--- src/rtl/etapa_busqueda.sv ---
// -----------------------------------------------------------------------------
// etapa_busqueda
//   Instruction-fetch stage of a 5-stage MIPS pipeline. Owns the program
//   counter, presents it to instruction memory, and latches the returned word
//   together with PC+4 into the IF/ID pipeline register. Supports hazard
//   stalls, PC redirects (branch / jump / jr), IF/ID flushes and a halt word
//   that freezes fetching until the next redirect.
//
// Ports
//   clk                in   system clock, rising-edge active
//   reset              in   asynchronous, active-high reset
//   stall              in   hold PC and IF/ID this cycle
//   flush              in   write a bubble into IF/ID
//   pc_src       [1:0] in   00 PC+4, 01 dir_salto, 10 dir_jump, 11 dir_registro
//   dir_salto   [31:0] in   branch target
//   dir_jump    [31:0] in   jump target
//   dir_registro[31:0] in   jr target
//   instruccion [31:0] in   word returned by instruction memory (same cycle)
//   direccion   [31:0] out  current PC, to instruction memory
//   if_id_instruccion  out  IF/ID instruction
//   if_id_pc_mas4      out  IF/ID PC+4
//   if_id_valido       out  IF/ID holds a real instruction
//   detenido           out  high while fetching is halted
//   contador_instr     out  number of valid instructions loaded into IF/ID
// -----------------------------------------------------------------------------
module etapa_busqueda #(
    parameter logic [31:0] RESET_PC  = 32'h0000_0000,
    parameter logic [31:0] HALT_WORD = 32'hFFFF_FFFF,
    parameter logic [31:0] NOP_WORD  = 32'h0000_0000
) (
    input  logic        clk,
    input  logic        reset,
    input  logic        stall,
    input  logic        flush,
    input  logic [1:0]  pc_src,
    input  logic [31:0] dir_salto,
    input  logic [31:0] dir_jump,
    input  logic [31:0] dir_registro,
    input  logic [31:0] instruccion,
    output logic [31:0] direccion,
    output logic [31:0] if_id_instruccion,
    output logic [31:0] if_id_pc_mas4,
    output logic        if_id_valido,
    output logic        detenido,
    output logic [31:0] contador_instr
);

    typedef enum logic [0:0] {
        StRun  = 1'b0,
        StHalt = 1'b1
    } state_e;

    // Word alignment is enforced on every value that can reach the PC.
    localparam logic [31:0] AlignMask = 32'hFFFF_FFFC;

    state_e      state_q, state_d;
    logic [31:0] pc_q, pc_d;
    logic [31:0] ifid_instr_q, ifid_instr_d;
    logic [31:0] ifid_pc4_q, ifid_pc4_d;
    logic        ifid_valid_q, ifid_valid_d;
    logic [31:0] cnt_q, cnt_d;

    logic [31:0] target;
    logic [31:0] pc_mas4;
    logic        redirect;
    logic        is_halt_word;

    // -------------------------------------------------------------------------
    // Datapath helpers
    // -------------------------------------------------------------------------
    always_comb begin
        target = 32'h0;
        unique case (pc_src)
            2'b01:   target = dir_salto & AlignMask;
            2'b10:   target = dir_jump & AlignMask;
            2'b11:   target = dir_registro & AlignMask;
            default: target = 32'h0;
        endcase
    end

    assign pc_mas4      = pc_q + 32'd4;  // modulo 2^32, wraps to 0
    assign redirect     = (pc_src != 2'b00);
    assign is_halt_word = (instruccion == HALT_WORD);

    // -------------------------------------------------------------------------
    // Next-state logic
    // -------------------------------------------------------------------------
    always_comb begin
        state_d      = state_q;
        pc_d         = pc_q;
        ifid_instr_d = ifid_instr_q;
        ifid_pc4_d   = ifid_pc4_q;
        ifid_valid_d = ifid_valid_q;
        cnt_d        = cnt_q;

        unique case (state_q)
            StRun: begin
                // IF/ID: flush beats stall; otherwise load the fetched word,
                // including the halt word itself.
                if (flush) begin
                    ifid_instr_d = NOP_WORD;
                    ifid_pc4_d   = 32'h0;
                    ifid_valid_d = 1'b0;
                end else if (!stall) begin
                    ifid_instr_d = instruccion;
                    ifid_pc4_d   = pc_mas4;
                    ifid_valid_d = 1'b1;
                    cnt_d        = cnt_q + 32'd1;
                end

                // PC: a redirect beats stall and suppresses a halt. A flush in
                // the same cycle as the halt word means that word is being
                // squashed, so it must not freeze fetching.
                if (redirect) begin
                    pc_d = target;
                end else if (!stall) begin
                    if (is_halt_word && !flush) begin
                        state_d = StHalt;
                    end else begin
                        pc_d = pc_mas4;
                    end
                end
            end

            StHalt: begin
                // While halted, IF/ID drains to bubbles unless held by a stall.
                if (flush || !stall) begin
                    ifid_instr_d = NOP_WORD;
                    ifid_pc4_d   = 32'h0;
                    ifid_valid_d = 1'b0;
                end

                // Only a redirect leaves the halt; stall does not block it.
                if (redirect) begin
                    pc_d    = target;
                    state_d = StRun;
                end
            end

            default: begin
                state_d = StRun;
            end
        endcase
    end

    // -------------------------------------------------------------------------
    // State registers
    // -------------------------------------------------------------------------
    always_ff @(posedge clk or posedge reset) begin
        if (reset) begin
            state_q      <= StRun;
            pc_q         <= RESET_PC & AlignMask;
            ifid_instr_q <= NOP_WORD;
            ifid_pc4_q   <= 32'h0;
            ifid_valid_q <= 1'b0;
            cnt_q        <= 32'h0;
        end else begin
            state_q      <= state_d;
            pc_q         <= pc_d;
            ifid_instr_q <= ifid_instr_d;
            ifid_pc4_q   <= ifid_pc4_d;
            ifid_valid_q <= ifid_valid_d;
            cnt_q        <= cnt_d;
        end
    end

    // -------------------------------------------------------------------------
    // Outputs
    // -------------------------------------------------------------------------
    assign direccion         = pc_q;
    assign if_id_instruccion = ifid_instr_q;
    assign if_id_pc_mas4     = ifid_pc4_q;
    assign if_id_valido      = ifid_valid_q;
    assign detenido          = (state_q == StHalt);
    assign contador_instr    = cnt_q;

endmodule

--- config.mk ---
export PLATFORM = sky130hd
export DESIGN_NAME = etapa_busqueda
export DESIGN_NICKNAME = d
export VERILOG_FILES = /design/src/rtl/etapa_busqueda.sv
export SDC_FILE = /design/constraint.sdc
export NUM_CORES = 1
export LEC_CHECK = 0
export CAP_MARGIN = 20
export CORE_MARGIN = 4
export CORE_UTILIZATION = 30
export DETAILED_ROUTE_END_ITERATION = 6
export GPL_ROUTABILITY_DRIVEN = 0
export SLEW_MARGIN = 30
export SYNTH_ARGS = -nofsm -noshare
export SYNTH_HDL_FRONTEND = slang
export SYNTH_SLANG_ARGS = --single-unit
--- constraint.sdc ---
create_clock -name clk -period 14.9 [get_ports clk]
set_clock_uncertainty 0.15 [all_clocks]
set_input_delay 4.47 -clock clk [delete_from_list [all_inputs] [get_ports clk]]
set_output_delay 4.47 -clock clk [all_outputs]
set_load 0.005 [all_outputs]
# Word level (Yosys, flattened, before mapping)
# Index checks and enable logic that the tools add are counted.
[classes] n_addsub=2 n_mul=0 div_mod_pow=0 magnitude_cmp=0 eq_ne=9 shifts=0 mux=22 bitwise_logic=3 reduce_logical=8
[op_table] cell="2-to-1 mux 32 bit" n=9
[op_table] cell="one-hot mux 32 bit (2 select lines)" n=3
[op_table] cell="one-hot mux 32 bit (3 select lines)" n=1
[op_table] cell="adder 32 x 1 -> 32 bit, second input constant" n=1
[op_table] cell="adder 32 x 3 -> 32 bit, second input constant" n=1
[op_table] cell="== test 32 bit, second input constant" n=1
[op_table] cell="!= test 3 bit, second input constant" n=3
[op_table] cell="2-to-1 mux 1 bit" n=7
[op_table] cell="AND reduction 3 bit" n=2
[op_table] cell="== test 2 bit, second input constant" n=2
[op_table] cell="!= test 2 x 1 -> 1 bit, second input constant" n=2
[op_table] cell="one-hot mux 1 bit (2 select lines)" n=2
[op_table] cell="inverter 1 bit" n=3
[op_table] cell="== test 2 x 1 -> 1 bit, second input constant" n=1
[op_table] cell="logical NOT 1 bit" n=2
[op_table] cell="AND reduction 2 bit" n=1
[op_table] cell="nonzero test 2 bit" n=1
[op_table] cell="logical AND 1 bit" n=1
[op_table] cell="logical OR 1 bit" n=1
[word_totals] register_bits=130 latchBits=0 ramBits=0 mem_bits_ro=0 input_bits=134 out_inout_bits=130 n_memories=0

# Logic depth before layout (Yosys ltp)
# Gate-level depths: netlist of the first run.
[logic_depth] ltp_word=6 depth_mapped=8

# Least setup slack after synthesis of the first run
# OpenSTA, ideal clock, no wires.
[synth_path] kind="input-to-reg" start="in pc_src[0]" end="reg pc_q[12] (netlist: direccion[12])" t_arrival_ps=5878 required_time_ps=14622 slack_ps=8745 stages=6 n_path_buf=3 path_cell_list="buf_2 -> buf_2 -> clkbuf_1 -> mux2_2 -> a222oi_1 -> nand2_1"
[synth_between] elab_chain_len=4 word_cells_on_any_way=12
[synth_lines] item="from (decl)" line="35" source="input logic [1:0] pc_src,"
[synth_lines] item="== test 2 bit or == test 2 x 1 -> 1 bit (tied branches)" line="73" source="unique case (pc_src)"
[synth_lines] item="one-hot mux 32 bit (3 select lines)" line="73"
[synth_lines] item="2-to-1 mux 32 bit, on equally long branches" line="134, 114"
[synth_lines] item="one-hot mux 32 bit (2 select lines)" line="96" source="unique case (state_q)"
[synth_lines] item="to (signal assigned)" line="152" source="pc_q <= RESET_PC & AlignMask;"
[synth_lines] item="to (signal assigned)" line="159" source="pc_q <= pc_d;"
[synth_lines] item="to (decl)" line="57" source="logic [31:0] pc_q, pc_d;"
# Several ways; a longest one is shown, not always the timed one. The select of a mux whose other input is x is not followed.
# A chain may end at the register's enable or synchronous reset.

# Final worst setup path of the first run
[layout_path] start="in flush" end="reg pc_q[2] (netlist: direccion[2])"
[layout_between] elab_chain_len=4
[layout_lines] item="from (decl)" line="34" source="input logic flush,"
[layout_lines] item="logical NOT 1 bit" line="117" source="if (is_halt_word && !flush) begin"
[layout_lines] item="logical AND 1 bit" line="117"
[layout_lines] item="!= test 3 bit (no source line)"
[layout_lines] item="AND reduction 3 bit (no source line)"
# No other way between the ends.

==> results of run 1 <==
-- power by group --
part / switching, mW / internal [mW] / total (mW)
logic: 0.0861 / 0.124 / 0.211
clock network: 0.169 / 0.271 / 0.440
registers: 0.0395 / 0.376 / 0.415
total: 0.295 / 0.771 / 1.07
-- Yosys cell counts (9+ instances only) --
cell        n
dfrtp_1   127
nand2_1    75
a22o_1     40
nand3_1    39
nor2_1     33
o21ai_0    31
xnor2_1    31
clkbuf_1   28
xor2_1     28
mux2_2     21
nand4_1    21
mux2i_1    20
and2_1     17
and4_1     15
buf_2      15
nor3_1     15
and3_1     10
a21oi_1     9
-- area by class of cell --
type	count	area, µm²
clock buffers	18	439
clock inverters	14	179
fillers	2122	11800
inverters	7	31.3
multi-input cells	482	3320
flip-flops and latches	127	3180
well taps	280	350
repair buffers	264	2630
-- stage by stage --
stage / hold slack, ns / total power, mW / cells
final: 0.329 / 1.07 / 1192
after CTS: 0.333 / 1.08 / 1191
after detailed placement: 0.320 / 0.633 / 1159
after global placement: 0.306 / 0.631 / 1159
after global routing: 0.357 / 1.12 / 1192
after floorplan: 0.315 / 0.499 / 666
-- state kept, by name, summed over array words and instances, names as in the netlist --
| name | cells |
|---|---|
| if_id_pc_mas4 | 31 |
| detenido | 1 |
| if_id_valido | 1 |
| if_id_instruccion | 32 |
| contador_instr | 32 |
| direccion | 30 |
-- layout by cell type (no fill, tap or decap), types with 28 or more instances in the layout --
master           synthesis  layout
dfrtp_1                127     127
o21ai_0                 31      31
xnor2_1                 31      31
clkdlybuf4s50_1          0     253
xor2_1                  28      28
a22o_1                  40      40
nand3_1                 39      39
nand2_1                 75      75
nor2_1                  33      30
-- worst max-delay path: cells and delay by family --
family	cells	cell delay [ns]
multiplexers	1	0.46
AO/OA/AOI/OAI	1	0.17
XOR/XNOR	1	0.21
buffers and inverters	2	0.88
AND/OR/NAND/NOR	2	0.76
-- path summary, 6_finish.rpt --
| kind | endpoint | slack, ns | cells after the start |
|---|---|---|---|
| worst max-delay path | direccion[2] | 8.05 | 7 |
| worst min-delay path | if_id_pc_mas4[17] | 0.33 | 2 |
| worst max register to register | contador_instr[31] | 12.30 | 5 |
| worst min register to register | if_id_pc_mas4[17] | 0.33 | 2 |
| max in group asynchronous | if_id_instruccion[19] | 8.93 | 3 |
| min in group asynchronous | if_id_instruccion[16] | 4.36 | 2 |
-- logic make-up (layout without fill, tap and decap cells) --
group,Yosys count,after routing,synth area share (%)
AND/OR/NAND/NOR,252,252,19.6
flip-flops,127,127,47.4
AO/OA/AOI/OAI,123,123,13.7
XOR/XNOR,59,59,7.71
buffers and inverters,57,303,3.66
multiplexers,44,44,7.52
adder cells (fa/ha/maj),2,2,0.373
other,1,2,0.0560
-- per-layer routing --
layer,up-vias,GRT usage [%]
met5,-,0
met1,2912,26.0
met3,12,4.18
met4,0,4.06
met2,213,28.5
li1,2897,-
==> flow_summary.toml, run 1 <==
[setup_path]
critPathKind = "primary input to flop"
crit_path_max_fanout = 38
required_ns = 15.04
critPathLaunchType = "primary input"
cpPeakStageDelay_ns = 0.56
setup.worst_path.end_class = "flop"
r2r-start = "detenido"
critPathSlowestCell = "clkdlybuf4s50_1"
startpoint = "flush"
critical_path_arrival_ns = 6.99
crit_chain = "clkdlybuf4s50_1 > nand4b_1 > nor4_1 > a31oi_4 > buf_4 > xor2_1 > mux4_2"

[sta]
worstMarginPinSlew_ns = 0.824
fin_setup_tns_ns = 0
period_share_pct = 46.0
hold_viol_final = 0
relSlewSlack_pct = 45.1
fmax_mhz = 146
drv_slew = 0
setup_viol = 0
fin_crit_ns = 6.85
rsz0062_at_grt = "false"
finalWorstSetupSlack_ns = 8.05

[clocking]
cts_tree = "yes"
cts_buffers = 17
cts-htree-levels = 4
cts-resized-gates = 0
clk_latency_ns = 0.41
ctsRootBufferMaster = "clkbuf_16"
clockBufferDepth = 2
post-cts-setup-buffers = 0
cts_hold_buf = 0
clkTransAtPathRegs_ns = 0.06
cts.sinks = 127

[synth]
yosys_warnings = 0
synthTopCellsByArea = "dfrtp_1 47%, a22o_1 5.2%, nand2_1 4.2%"
async_flop_share_pct = 100
synth_largest_area_cell = "dfrtp_1"
ys_types = 50
netlist_instances = 665
synthFlopType = "dfrtp_1"
seq_area_frac_synth_pct = 47.4
synth-seq-cells = 127
syn_area_per_cell_um2 = 10.1
synth_edf_count = 0
netlist_area_um2 = 6700
netlist.area_leader.share_pct = 47.4

[detailed_routing]
drt-met1-wl_um = 10700
wl_met3_um = 1570
via_count = 6034
drc = 0
ant_nets = 0
wl_um = 22700
drt_iter0_drc = 369
wire_per_inst_um = 19.1
vias_per_cell = 5.06
top_layer_used = "met4"
dr_wl_met2_um = 10300
dr.pass1.iters = 4

[finish]
syn_to_final_growth_pct = 51.1
n_antenna_cell = 0
drive_gt1_share_pct = 8.99
final_core_util_pct = 46.3
layout.nets = 1035
final_area_um2 = 10100

[placed_design]
io_buffers = 255
place_ws_ns = 7.67
post_dp_cell_area_um2 = 9480
detailed_place_hpwl_um = 16100

[power]
power.static_leakage_nw = 4.17
ir_worst_vdd_v = 0.0000628
p_per_area_nw_per_um2 = 105

[grt]
overflow = 0
antenna_found_initial = 0
track_usage_pct = 18.3
grt_pass1_vias = 5964
grt_pass1_wl_um = 35200
grt_max_degree = 66

[job]
drv_cap = 0

[floorplanning]
die_w_um = 157
start_util_pct = 30.6
die_h_um = 157
rows = 54
die_area_um2 = 24800
core_area_um2 = 21900
io_pins = 264

[outcome]
status = "completed"

[min_path]
min_path_type = "flop to flop"
hold_start = "if_id_pc_mas4[17]"
Note: power is estimated with default switching activity, not from simulation.
==> inputs of run 2 (changes only) <==
==> constraint.sdc (replaced) <==
create_clock -name clk -period 6.28 [get_ports clk]
set_clock_uncertainty 0.15 [all_clocks]
set_input_delay 1.884 -clock clk [delete_from_list [all_inputs] [get_ports clk]]
set_output_delay 1.884 -clock clk [all_outputs]
set_load 0.005 [all_outputs]
==> flow_summary.toml, run 2 (synthesis gave the netlist of run 1 again) <==
[sta]
setup_viol = 0
period_share_pct = 69.2
fin_setup_tns_ns = 0
worstMarginPinSlew_ns = 0.975
fmax_mhz = 230
fin_hold_ws_ns = 0.320
rsz0062_at_grt = "false"
relSlewSlack_pct = 34.8
hold_viol_final = 0
fin_crit_ns = 4.34
drv_slew = 0

[clocking]
clk_latency_ns = 0.42
cts_tree = "yes"
ctsRootBufferMaster = "clkbuf_16"
cts-htree-levels = 4
clockBufferDepth = 2
cts.sinks = 127
cts-resized-gates = 0
clkTransAtPathRegs_ns = 0.06
cts_hold_buf = 0
cts_buffers = 17
post-cts-setup-buffers = 0

[grt]
overflow = 0
antenna_found_initial = 0
grt_pass1_vias = 5931
grt_pass1_wl_um = 34300
track_usage_pct = 17.9
grt_max_degree = 59

[setup_path]
startpoint = "flush"
setup.worst_path.end_class = "flop"
r2r-start = "detenido"
critPathKind = "primary input to flop"
critical_path_arrival_ns = 4.48
cpPeakStageDelay_ns = 0.57
critPathSlowestCell = "clkdlybuf4s50_1"
crit_path_max_fanout = 18
cp_top_family = "simple AND/OR/NAND/NOR gates"
crit_chain = "clkdlybuf4s50_1 > nand4b_1 > nor4_1 > a31oi_4 > buf_4 > and3_1 > or3_1"
required_ns = 6.42
worst-path-buf-inv = 2
critPathLaunchType = "primary input"

[power]
pwr-share-comb_pct = 20.3
ir_worst_vdd_v = 0.000140
power.static_leakage_nw = 4.16
sw_frac_of_total_pct = 27.9
p_total_mw = 2.47
p_sw_uw = 690
p_per_area_nw_per_um2 = 244
p_int_mw = 1.78
p_clk_share_pct = 39.8
seq_power_share_pct = 39.9

[floorplanning]
rows = 54
io_pins = 264
start_util_pct = 30.6
die_h_um = 157
die_area_um2 = 24800
core_area_um2 = 21900
die_w_um = 157

[outcome]
status = "completed"

[finish]
syn_to_final_growth_pct = 50.8
layout.nets = 1037
n_antenna_cell = 0
drive_gt1_share_pct = 8.97
final_common_cell = "clkdlybuf4s50_1"
final_core_util_pct = 46.2
mostFrequentLayoutCells = "253 x clkdlybuf4s50_1, 127 x dfrtp_1, 75 x nand2_1"

[detailed_routing]
drc = 0
wl_um = 22600
vias_per_cell = 5.08
drt_iter0_drc = 304
wire_per_inst_um = 18.9
dr.pass1.iters = 5
via_count = 6062
ant_nets = 0

[placed_design]
io_buffers = 255
detailed_place_hpwl_um = 16400

[min_path]
min_path_type = "flop to flop"
hold_start = "contador_instr[31]"

[job]
drv_cap = 0
==> run 2: through the flow <==
step	cell area, µm²	cells	setup WS (ns)
after floorplan	6710	666	0.862
after global placement	9490	1161	1.54
after detailed placement	9490	1161	1.51
after CTS	10100	1193	1.95
after global routing	10100	1194	1.77
final	10100	1194	1.94
==> run 2: cell type report <==
| cell class | count | area (µm²) |
|---|---|---|
| sequential | 127 | 3180 |
| timing repair buffer | 266 | 2650 |
| clock buffer | 18 | 429 |
| multi-input combinational | 482 | 3310 |
| inverter | 7 | 31.3 |
| tap | 280 | 350 |
| fill | 2117 | 11800 |
| clock inverter | 14 | 158 |
==> run 2: worst paths after layout <==
| kind | slack [ns] | endpoint | cells after the start |
|---|---|---|---|
| max reg2reg | 3.50 | direccion[31] | 6 |
| max | 1.94 | direccion[31] | 7 |
| max in group asynchronous | 3.32 | contador_instr[23] | 3 |
| min reg2reg | 0.32 | contador_instr[31] | 1 |
| min | 0.32 | contador_instr[31] | 1 |
| min in group asynchronous | 1.75 | if_id_instruccion[16] | 2 |
==> run 2: worst reg2reg max path, delay by kind of cell, from the launching register on <==
family | cells | cell delay (ns)
AO/OA/AOI/OAI | 2 | 0.70
flip-flops | 1 | 0.48
buffers and inverters | 2 | 0.59
AND/OR/NAND/NOR | 2 | 0.75
==> run 2: power groups by stage <==
stage | clock (mW) | sequential, mW | combinational [mW]
floorplan | 0 | 0.982 | 0.201
global placement | 0 | 0.995 | 0.503
detailed placement | 0 | 0.999 | 0.506
CTS | 1.01 | 0.985 | 0.509
global route | 1.05 | 0.998 | 0.546
finish | 0.982 | 0.986 | 0.501
==> run 2: routing by layer <==
metal | track usage (%) | share of wire [%] | vias up
li1 | - | - | 2895
met5 | 0 | 0 | -
met2 | 28.7 | 47 | 223
met1 | 24.4 | 45 | 2928
met4 | 4.10 | 0.98 | 0
met3 | 4.59 | 7.7 | 16
==> inputs of run 3 (changes only) <==
==> constraint.sdc (replaced) <==
create_clock -name clk -period 3.9 [get_ports clk]
set_clock_uncertainty 0.15 [all_clocks]
set_input_delay 1.17 -clock clk [delete_from_list [all_inputs] [get_ports clk]]
set_output_delay 1.17 -clock clk [all_outputs]
set_load 0.005 [all_outputs]
==> flow_summary.toml, run 3 (synthesis gave the netlist of run 1 again) <==
[job]
drv_cap = 0

[clocking]
clockBufferDepth = 2
cts-htree-levels = 4
cts_tree = "yes"
cts_buffers = 17
clk_latency_ns = 0.41
ctsRootBufferMaster = "clkbuf_16"
cts-resized-gates = 0
clkTransAtPathRegs_ns = 0.06
cts.sinks = 127
post-cts-setup-buffers = 0
cts_hold_buf = 0

[finish]
layout.nets = 1049
mostFrequentLayoutCells = "253 x clkdlybuf4s50_1, 127 x dfrtp_1, 75 x nand2_1"
drive_gt1_share_pct = 10.2
regArea_um2 = 3180
syn_to_final_growth_pct = 52.5
fin_cells = 1206
final_core_util_pct = 46.7
final_common_cell = "clkdlybuf4s50_1"
multi_input_area_um2 = 3310
fillers = 2101
n_antenna_cell = 0

[floorplanning]
die_w_um = 157
rows = 54
die_h_um = 157
io_pins = 264
start_util_pct = 30.6
core_area_um2 = 21900
die_area_um2 = 24800

[setup_path]
cpPeakStageDelay_ns = 0.56
reg2reg_slack_ns = 1.32
cp_top_family = "simple AND/OR/NAND/NOR gates"
r2r-start = "direccion[2]"
critPathLaunchType = "primary input"
crit_chain = "clkdlybuf4s50_1 > or3_4 > nor4_4 > nand3_2 > nor3_2 > xor2_1"
reg2reg_to = "direccion[28]"
critical_path_arrival_ns = 3.28
critPathSlowestCell = "clkdlybuf4s50_1"
path_depth = 6
setup.worst_path.end_class = "flop"
startpoint = "flush"
required_ns = 4.08
cp-endpoint = "contador_instr[31]"
critPathKind = "primary input to flop"
crit_path_max_fanout = 16
r2r_cells = 6
worst-path-buf-inv = 1

[detailed_routing]
drt-met1-wl_um = 10200
wire_per_inst_um = 18.9
top_layer_used = "met4"
wl_met3_um = 1750
dr.pass1.iters = 6
dr_wl_met2_um = 10600
wl_um = 22800
vias_per_cell = 5.11
via_count = 6168
ant_nets = 0
drc = 0
drt_iter0_drc = 275

[placed_design]
detailed_place_hpwl_um = 17000
place_ws_ns = 0.351
io_buffers = 255
post-place-cells = 1174

[sta]
rsz0062_at_grt = "false"
relSlewSlack_pct = 59.1
fin_setup_tns_ns = 0
period_share_pct = 79.5
finalWorstSetupSlack_ns = 0.800
drv_slew = 0
setup_viol = 0
fmax_mhz = 323
fin_crit_ns = 3.10
hold_viol_final = 0
worstMarginPinSlew_ns = 0.613
fin_hold_ws_ns = 0.323

[outcome]
status = "completed"

[grt]
track_usage_pct = 18.0
grt_max_degree = 57
antenna_found_initial = 0
grt_pass1_wl_um = 34700
overflow = 0
grt_pass1_vias = 6033

[power]
power.static_leakage_nw = 4.23
ir_worst_vdd_v = 0.000234
p_per_area_nw_per_um2 = 398

[min_path]
min_path_type = "flop to flop"
run 3: cell count changes in the layout (fill, tap and decap cells not counted):
| cell | before | now |
|---|---|---|
| clkbuf_8 | 0 | 1 |
| buf_16 | 1 | 0 |
| clkinvlp_4 | 3 | 4 |
| buf_4 | 10 | 22 |
| inv_8 | 0 | 1 |
| clkinv_4 | 4 | 1 |
| buf_12 | 0 | 1 |
| bufinv_16 | 2 | 3 |
| clkinv_2 | 1 | 0 |
run 3: through the flow:
stage / total power, mW / area, µm²
after global placement: 2.42 / 9600
after CTS: 4.12 / 10200
after global routing: 4.27 / 10200
final: 4.07 / 10200
after floorplan: 1.91 / 6710
after detailed placement: 2.43 / 9600
run 3: worst min-delay path by stage:
stage                            start            endpoint  slack, ns  cells past startpoint
finish              contador_instr[31]  contador_instr[31]       0.32                      1
global route         if_id_pc_mas4[14]   if_id_pc_mas4[14]       0.34                      2
CTS                 contador_instr[31]  contador_instr[31]       0.33                      1
detailed placement  contador_instr[31]  contador_instr[31]       0.32                      1
global placement     if_id_pc_mas4[14]   if_id_pc_mas4[14]       0.31                      2
floorplan           contador_instr[31]  contador_instr[31]       0.31                      1
run 3: layout make-up:
type	instances	area share, %
clock buffers	19	4.33
inverters	7	0.294
well taps	280	3.43
multi-input cells	482	32.4
clock inverters	13	1.73
repair buffers	278	26.7
flip-flops and latches	127	31.1
run 3: per-layer routing:
metal | GRT usage, % | up-vias
met5 | 0 | -
met4 | 3.32 | 0
met3 | 4.87 | 12
met2 | 29.1 | 226
met1 | 24.5 | 3000
li1 | - | 2930
run 3: power by group:
group          switching [mW]  internal, mW  leakage (nW)
Sequential              0.151          1.44          1.64
Combinational           0.329         0.482          2.30
Clock                   0.631          1.04         0.294
Total                    1.11          2.96          4.23
run 3: worst register-to-register path, delay by kind of cell, from the launching register on:
| family | cells | cell delay, ns |
|---|---|---|
| adders and majority gates | 1 | 0.30 |
| and+or+nand+nor | 3 | 1.02 |
| AOI/OAI and AO/OA | 2 | 0.48 |
| DFF | 1 | 0.51 |
